===== config.mk =====
export PLATFORM = sky130hd
export DESIGN_NAME = dec_ex_stage
export DESIGN_NICKNAME = d
export VERILOG_FILES = /design/src/rtl/cpu_pkg.sv /design/src/rtl/fwd_mux.sv /design/src/rtl/dec_ex_stage.sv
export SDC_FILE = /design/constraint.sdc
export NUM_CORES = 1
export LEC_CHECK = 0
export ABC_AREA = 1
export CAP_MARGIN = 0
export CORE_AREA = 2 2 273 275
export CTS_BUF_LIST = sky130_fd_sc_hd__clkbuf_8 sky130_fd_sc_hd__clkbuf_16
export DETAILED_ROUTE_END_ITERATION = 8
export DIE_AREA = 0 0 275 277
export PLACE_DENSITY = 0.43
export SYNTH_ARGS = -nofsm -noshare
export SYNTH_HDL_FRONTEND = slang
export SYNTH_SLANG_ARGS = --single-unit

===== constraint.sdc =====
create_clock -name clk -period 1.87 [get_ports clk]
set_input_delay 0.187 -clock clk [delete_from_list [all_inputs] [get_ports clk]]
set_output_delay 0.187 -clock clk [all_outputs]
set_load 0.005 [all_outputs]

===== src/rtl/cpu_pkg.sv =====
// rtl/cpu_pkg.sv - shared LEGv8 pipeline types: forward selects, ALU ops, control bundle
package cpu_pkg;

   localparam logic [2:0] FWD_RF  = 3'b000;
   localparam logic [2:0] FWD_EX  = 3'b001;
   localparam logic [2:0] FWD_MEM = 3'b010;
   localparam logic [2:0] FWD_WR  = 3'b011;

   localparam logic [4:0] XZR = 5'd31;

   typedef enum logic [2:0] {
      ALU_AND, ALU_ORR, ALU_ADD, ALU_SUB, ALU_PASSB, ALU_EOR, ALU_LSL, ALU_LSR
   } alu_op_e;

   typedef struct packed {
      logic    reg_write;
      logic    mem_read;
      logic    mem_write;
      logic    mem_to_reg;
      logic    alu_src;
      logic    set_flags;
      alu_op_e alu_op;
   } ctrl_t;

endpackage


===== src/rtl/fwd_mux.sv =====
// rtl/fwd_mux.sv - 4-way operand select between regfile data and forwarded results
module fwd_mux
   import cpu_pkg::*;
#(
   parameter int XLEN = 64
) (
   input  logic [2:0]      sel,
   input  logic [XLEN-1:0] rf_data,
   input  logic [XLEN-1:0] ex_data,
   input  logic [XLEN-1:0] mem_alu,
   input  logic [XLEN-1:0] mem_load,
   input  logic            mem_is_load,
   input  logic [XLEN-1:0] wr_data,
   output logic [XLEN-1:0] y
);

   // Encodings with the top bit set fall back to the regfile value.
   always_comb begin
      y = rf_data;
      case (sel)
         FWD_EX:  y = ex_data;
         FWD_MEM: y = mem_is_load ? mem_load : mem_alu;
         FWD_WR:  y = wr_data;
         default: y = rf_data;
      endcase
   end

endmodule


===== src/rtl/dec_ex_stage.sv =====
// rtl/dec_ex_stage.sv - DEC/EX pipeline register with forwarding, load-use stall and flush
// Optional macro STALL_CNT_EN adds saturating stall_cnt/flush_cnt outputs.
module dec_ex_stage
   import cpu_pkg::*;
#(
   parameter int LOAD_STALL_CYCLES = 1,
   parameter int XLEN              = 64
) (
   input  logic            clk,
   input  logic            reset,
   input  logic            valid_DEC,
   input  logic [4:0]      Rn_DEC,
   input  logic [4:0]      Rm_DEC,
   input  logic [4:0]      Rd_DEC,
   input  logic            UsesRm_DEC,
   input  logic [XLEN-1:0] Da_DEC,
   input  logic [XLEN-1:0] Db_DEC,
   input  logic [XLEN-1:0] Imm_DEC,
   input  logic            RegWrite_DEC,
   input  logic            MemRead_DEC,
   input  logic            MemWrite_DEC,
   input  logic            MemToReg_DEC,
   input  logic            ALUSrc_DEC,
   input  logic            SetFlags_DEC,
   input  logic [2:0]      ALUOp_DEC,
   input  logic [2:0]      FwdScA,
   input  logic [2:0]      FwdScB,
   input  logic [XLEN-1:0] ALUResult_EX,
   input  logic [XLEN-1:0] ALUResult_MEM,
   input  logic [XLEN-1:0] MemData_MEM,
   input  logic [XLEN-1:0] Dw_WR,
   input  logic            MemRead_MEM,
   input  logic            flush,
   output logic            valid_EX,
   output logic [4:0]      Rn_EX,
   output logic [4:0]      Rd_EX,
   output logic [XLEN-1:0] OpA_EX,
   output logic [XLEN-1:0] OpB_EX,
   output logic [XLEN-1:0] Imm_EX,
   output logic            RegWrite_EX,
   output logic            MemRead_EX,
   output logic            MemWrite_EX,
   output logic            MemToReg_EX,
   output logic            ALUSrc_EX,
   output logic            SetFlags_EX,
   output logic [2:0]      ALUOp_EX,
   output logic            stall_DEC
`ifdef STALL_CNT_EN
   ,
   output logic [31:0]     stall_cnt,
   output logic [31:0]     flush_cnt
`endif
);

   typedef enum logic {RUN, STALL} state_e;

   localparam logic [1:0] STALL_INIT = 2'(LOAD_STALL_CYCLES - 1);

   state_e          state_q, state_d;
   logic [1:0]      cnt_q, cnt_d;
   logic            hz, bubble;
   ctrl_t           ctrl_dec, ctrl_q;
   logic [XLEN-1:0] opa, opb;

   fwd_mux #(.XLEN(XLEN)) u_fwd_a (
      .sel(FwdScA), .rf_data(Da_DEC), .ex_data(ALUResult_EX), .mem_alu(ALUResult_MEM),
      .mem_load(MemData_MEM), .mem_is_load(MemRead_MEM), .wr_data(Dw_WR), .y(opa)
   );

   fwd_mux #(.XLEN(XLEN)) u_fwd_b (
      .sel(FwdScB), .rf_data(Db_DEC), .ex_data(ALUResult_EX), .mem_alu(ALUResult_MEM),
      .mem_load(MemData_MEM), .mem_is_load(MemRead_MEM), .wr_data(Dw_WR), .y(opb)
   );

   assign ctrl_dec = '{reg_write: RegWrite_DEC, mem_read: MemRead_DEC, mem_write: MemWrite_DEC,
                       mem_to_reg: MemToReg_DEC, alu_src: ALUSrc_DEC, set_flags: SetFlags_DEC,
                       alu_op: alu_op_e'(ALUOp_DEC)};

   assign hz = valid_DEC & valid_EX & ctrl_q.mem_read & (Rd_EX != XZR) &
               ((Rn_DEC == Rd_EX) | (UsesRm_DEC & (Rm_DEC == Rd_EX)));

   // STALL with an exhausted counter behaves exactly like RUN for that cycle.
   always_comb begin
      state_d   = state_q;
      cnt_d     = cnt_q;
      stall_DEC = 1'b0;
      bubble    = 1'b0;
      if (flush) begin
         bubble  = 1'b1;
         state_d = RUN;
         cnt_d   = 2'd0;
      end else if (state_q == STALL && cnt_q != 2'd0) begin
         stall_DEC = 1'b1;
         bubble    = 1'b1;
         cnt_d     = cnt_q - 2'd1;
      end else if (hz) begin
         stall_DEC = 1'b1;
         bubble    = 1'b1;
         cnt_d     = STALL_INIT;
         state_d   = (STALL_INIT == 2'd0) ? RUN : STALL;
      end else begin
         state_d = RUN;
      end
   end

   always_ff @(posedge clk) begin
      if (!reset) begin
         state_q  <= RUN;
         cnt_q    <= 2'd0;
         valid_EX <= 1'b0;
         Rn_EX    <= '0;
         Rd_EX    <= '0;
         OpA_EX   <= '0;
         OpB_EX   <= '0;
         Imm_EX   <= '0;
         ctrl_q   <= '0;
      end else begin
         state_q <= state_d;
         cnt_q   <= cnt_d;
         if (bubble) begin
            valid_EX <= 1'b0;
            Rn_EX    <= '0;
            Rd_EX    <= '0;
            OpA_EX   <= '0;
            OpB_EX   <= '0;
            Imm_EX   <= '0;
            ctrl_q   <= '0;
         end else begin
            valid_EX <= valid_DEC;
            Rn_EX    <= Rn_DEC;
            Rd_EX    <= Rd_DEC;
            OpA_EX   <= opa;
            OpB_EX   <= opb;
            Imm_EX   <= Imm_DEC;
            ctrl_q   <= valid_DEC ? ctrl_dec : '0;
         end
      end
   end

   assign RegWrite_EX = ctrl_q.reg_write;
   assign MemRead_EX  = ctrl_q.mem_read;
   assign MemWrite_EX = ctrl_q.mem_write;
   assign MemToReg_EX = ctrl_q.mem_to_reg;
   assign ALUSrc_EX   = ctrl_q.alu_src;
   assign SetFlags_EX = ctrl_q.set_flags;
   assign ALUOp_EX    = 3'(ctrl_q.alu_op);

`ifdef STALL_CNT_EN
   always_ff @(posedge clk) begin
      if (!reset) begin
         stall_cnt <= '0;
         flush_cnt <= '0;
      end else begin
         if (stall_DEC && stall_cnt != 32'hFFFF_FFFF) stall_cnt <= stall_cnt + 32'd1;
         if (flush && flush_cnt != 32'hFFFF_FFFF) flush_cnt <= flush_cnt + 32'd1;
      end
   end
`endif

endmodule

==> results.md <==
* Result of the run: completed
* Syn nets at roughly 2000
* Syn Std Cell Area at 9860 sq um
* Sort of element at the start of the critical path: flop
* Post-Place Worst Slack at -102 ps
* Number of buffer cells added on primary ports at slightly below 700
* Average vias per placed instance at 3.92
* Postcts setup bufs at 0
* Slew Viols, Final at 0
* Number of fill cells in the layout at roughly 8000
* Clock skew at 24.4 ps
* Data required time at the worst endpoint at 1680 ps
* Async set-or-reset flop fraction in the synthesized netlist at 0
* LEAKAGE at 7.98 nW
* Number of buffers on the longest clock path at 3
* Worst Path Max Fanout at 3
* Worst setup path category: flop to output port
* Die Span Y at between 200 and 300 microns
* Worst slew margin relative to its limit at 0.616
* Number of clock buffers inserted by TritonCTS at 28
* Synth Instances at 1509
* Seq/Total Area, Yosys at 0.430
* DR WL/cell at roughly 18 microns
* Standard-cell row count at 100
* Layout cells sized above 1 at 0.0758
* Syn Area/Cell at roughly 6.5 sq um
* Detailed-routing iteration count for the pre-antenna-repair pass at 5
* Share of the clock period used by the worst path at 0.968
* Largest net degree at the start of global routing at 48
* Remaining global-route overflow at 0
* Area inside the core boundary at 73600 sq um
* Count of antenna-violating nets left after detailed routing at 0
* Clock H-tree levels at 1
* Min-delay worst type: input pin to flop
* HPWL reported at the end of detailed placement at about 48000 microns
* Peak supply drop at 0.577 mV
* Highest achievable clock rate at approximately 550 MHz
* Synth unique cells at 20
* Worst Setup End Kind: output port
* Setup repair after global routing missed its margin: true
* Number of global-route vias before repair at roughly 13000
* Final wirelength at about 60000 microns
* Hold Buf Count CTS at 0
* Number of synthesized flops with an enable pin at 0
* Final setup violation count at 0
* Hold violation total from the final report at 0
* Synthesis Warnings at 0
* Power per Cell Area at about 670 nW/um^2
* Number of ports placed on the die boundary at roughly 700
* Clock-pin slew of the registers on the worst-case setup and hold paths at roughly 60 ps
* Final min period at ~1800 ps
* Total number of clock tree sinks at between 200 and 250
* Min setup slack post-route at between 60 and 70 ps
* TritonCTS clock tree: yes
* Final-stage net count at between 2000 and 3000
* Area growth from synthesis to layout at 99.0%
* Number of remaining DRC errors at 0
* WHS at roughly 140 ps
* Global-route usage over all layers at 0.148
* Number of register bits inferred by synthesis at approximately 210
* Starting utilization of the core area at 0.134
* Drt initial violations at about 560
* Main flop type after synthesis: sky130_fd_sc_hd__dfxtp_1
* Final estimated routing congestion in global placement at approximately 0.89
* Clk Latency, worst-skew pair at 580 ps
* Die width at ~280 microns
* First-pass GRT wire length at approximately 85000 microns
* Maxcap violations at 0
* Root buffer cell: sky130_fd_sc_hd__clkbuf_16
* Worst Tran Pin Value at between 500 and 600 ps
* Vias at about 13000
* Initial antenna violation count at 7
* Die footprint at ~76000 sq um
* CP arrival at ~1600 ps
cell usage after synthesis, types with 3 or more instances:
cell	count	share of area
sky130_fd_sc_hd__o21ai_0	229	0.12
sky130_fd_sc_hd__nand3_1	132	0.067
sky130_fd_sc_hd__inv_1	158	0.060
sky130_fd_sc_hd__dfxtp_1	212	0.43
sky130_fd_sc_hd__buf_2	20	0.010
sky130_fd_sc_hd__nand2_1	354	0.13
sky130_fd_sc_hd__o21ai_1	91	0.046
sky130_fd_sc_hd__clkbuf_1	54	0.021
sky130_fd_sc_hd__buf_6	8	0.0091
sky130_fd_sc_hd__nor2_1	218	0.083
sky130_fd_sc_hd__inv_2	3	0.0011
sky130_fd_sc_hd__nand2_2	4	0.0025
sky130_fd_sc_hd__buf_1	4	0.0015
sky130_fd_sc_hd__nor2_4	3	0.0034
sky130_fd_sc_hd__buf_4	14	0.011
layout make-up:
class                   count  area (sq um)  share of cell area
diodes                      1          2.50            0.000127
clock buffers              37           836              0.0426
well taps                 969          1210              0.0617
flip-flops and latches    212          4250               0.216
multi-input cells        1036          4550               0.232
inverters                 161           604              0.0308
clock inverters            11          58.8             0.00299
repair buffers            799          8120               0.414
per-stage QoR:
stage	TNS, ps	std cells	area (sq um)	utilization	total power (W)
global placement	-20290	3177	18700	0.255	0.00804
floorplan	0	1509	9860	-	0.00582
detailed placement	-9470	3177	18700	0.255	0.00804
finish	0	3226	19600	0.267	0.0132
global route	-76.6	3226	19600	0.267	0.0139
CTS	0	3225	19600	0.267	0.0135
sequential cells by signal, indices dropped and copies added, names as in the netlist:
register,count
Imm_EX,64
Rn_EX,5
MemWrite_EX,1
valid_EX,1
MemToReg_EX,1
MemRead_EX,1
OpA_EX,64
RegWrite_EX,1
Rd_EX,5
SetFlags_EX,1
ALUSrc_EX,1
ALUOp_EX,3
OpB_EX,64
cells by family after synthesis:
logic type,share of synthesized area
flops,0.430
xor+xnor,0.000888
buf+inv,0.113
compound gates,0.163
simple gates,0.293
layout by cell type (no fill, tap or decap), types with 4 or more instances in the layout:
cell	netlist	routed
sky130_fd_sc_hd__buf_12	0	31
sky130_fd_sc_hd__buf_4	14	73
sky130_fd_sc_hd__clkbuf_16	0	29
sky130_fd_sc_hd__clkbuf_8	0	8
sky130_fd_sc_hd__clkdlybuf4s50_1	0	694
sky130_fd_sc_hd__clkinv_2	0	7
sky130_fd_sc_hd__dfxtp_1	212	207
sky130_fd_sc_hd__dfxtp_2	0	5
sky130_fd_sc_hd__inv_1	158	159
sky130_fd_sc_hd__inv_2	3	4
sky130_fd_sc_hd__nand2_1	354	352
sky130_fd_sc_hd__nand2_4	0	6
sky130_fd_sc_hd__nand3_1	132	132
sky130_fd_sc_hd__nor2_1	218	218
sky130_fd_sc_hd__nor2_4	3	4
sky130_fd_sc_hd__o21ai_0	229	229
sky130_fd_sc_hd__o21ai_1	91	91
worst max-delay path, cell delays in order (launching register included):
cell                      delay, ps
sky130_fd_sc_hd__dfxtp_2        330
sky130_fd_sc_hd__buf_4          130
sky130_fd_sc_hd__nand2_1         50
sky130_fd_sc_hd__nand2_1         40
sky130_fd_sc_hd__nor2_1          90
sky130_fd_sc_hd__nand3_1         70
sky130_fd_sc_hd__nand2_1         70
sky130_fd_sc_hd__nand2_1         60
sky130_fd_sc_hd__nor2_1          90
sky130_fd_sc_hd__buf_2          130
power by group:
| group | switching (W) | internal (W) | leakage (nW) | total (W) |
|---|---|---|---|---|
| combinational | 0.00133 | 0.00178 | 5.78 | 0.00311 |
| sequential | 0.0000713 | 0.00474 | 1.74 | 0.00481 |
| clock | 0.00221 | 0.00310 | 0.458 | 0.00531 |
path summary, 6_finish.rpt:
kind | from | endpoint | slack, ps | cells past startpoint
hold / removal | Imm_DEC[60] | Imm_EX[60]$_SDFF_PP0_ | 140 | 3
setup / recovery | Rd_EX[2]$_SDFF_PP0_ | stall_DEC | 60 | 9
setup reg to reg | Rd_EX[2]$_SDFF_PP0_ | OpB_EX[28]$_SDFF_PP0_ | 220 | 12
hold reg to reg | valid_EX$_SDFF_PP0_ | valid_EX$_SDFF_PP0_ | 960 | 7
routing by layer:
metal  up-vias  GRT usage  wire, microns
met1      5739      0.165          23200
met3        93     0.0473           5820
met2       569      0.264          28700
met4        12     0.0430           1650
met5         -          0             71
li1       6222          -              -
repair_timing:
action	4_1_cts	5_1_grt
gates cloned	0	0
endpoints found under the setup margin	1	1
pin swaps	0	1
resized for setup	8	2
Note: power is estimated with default switching activity, not from simulation.
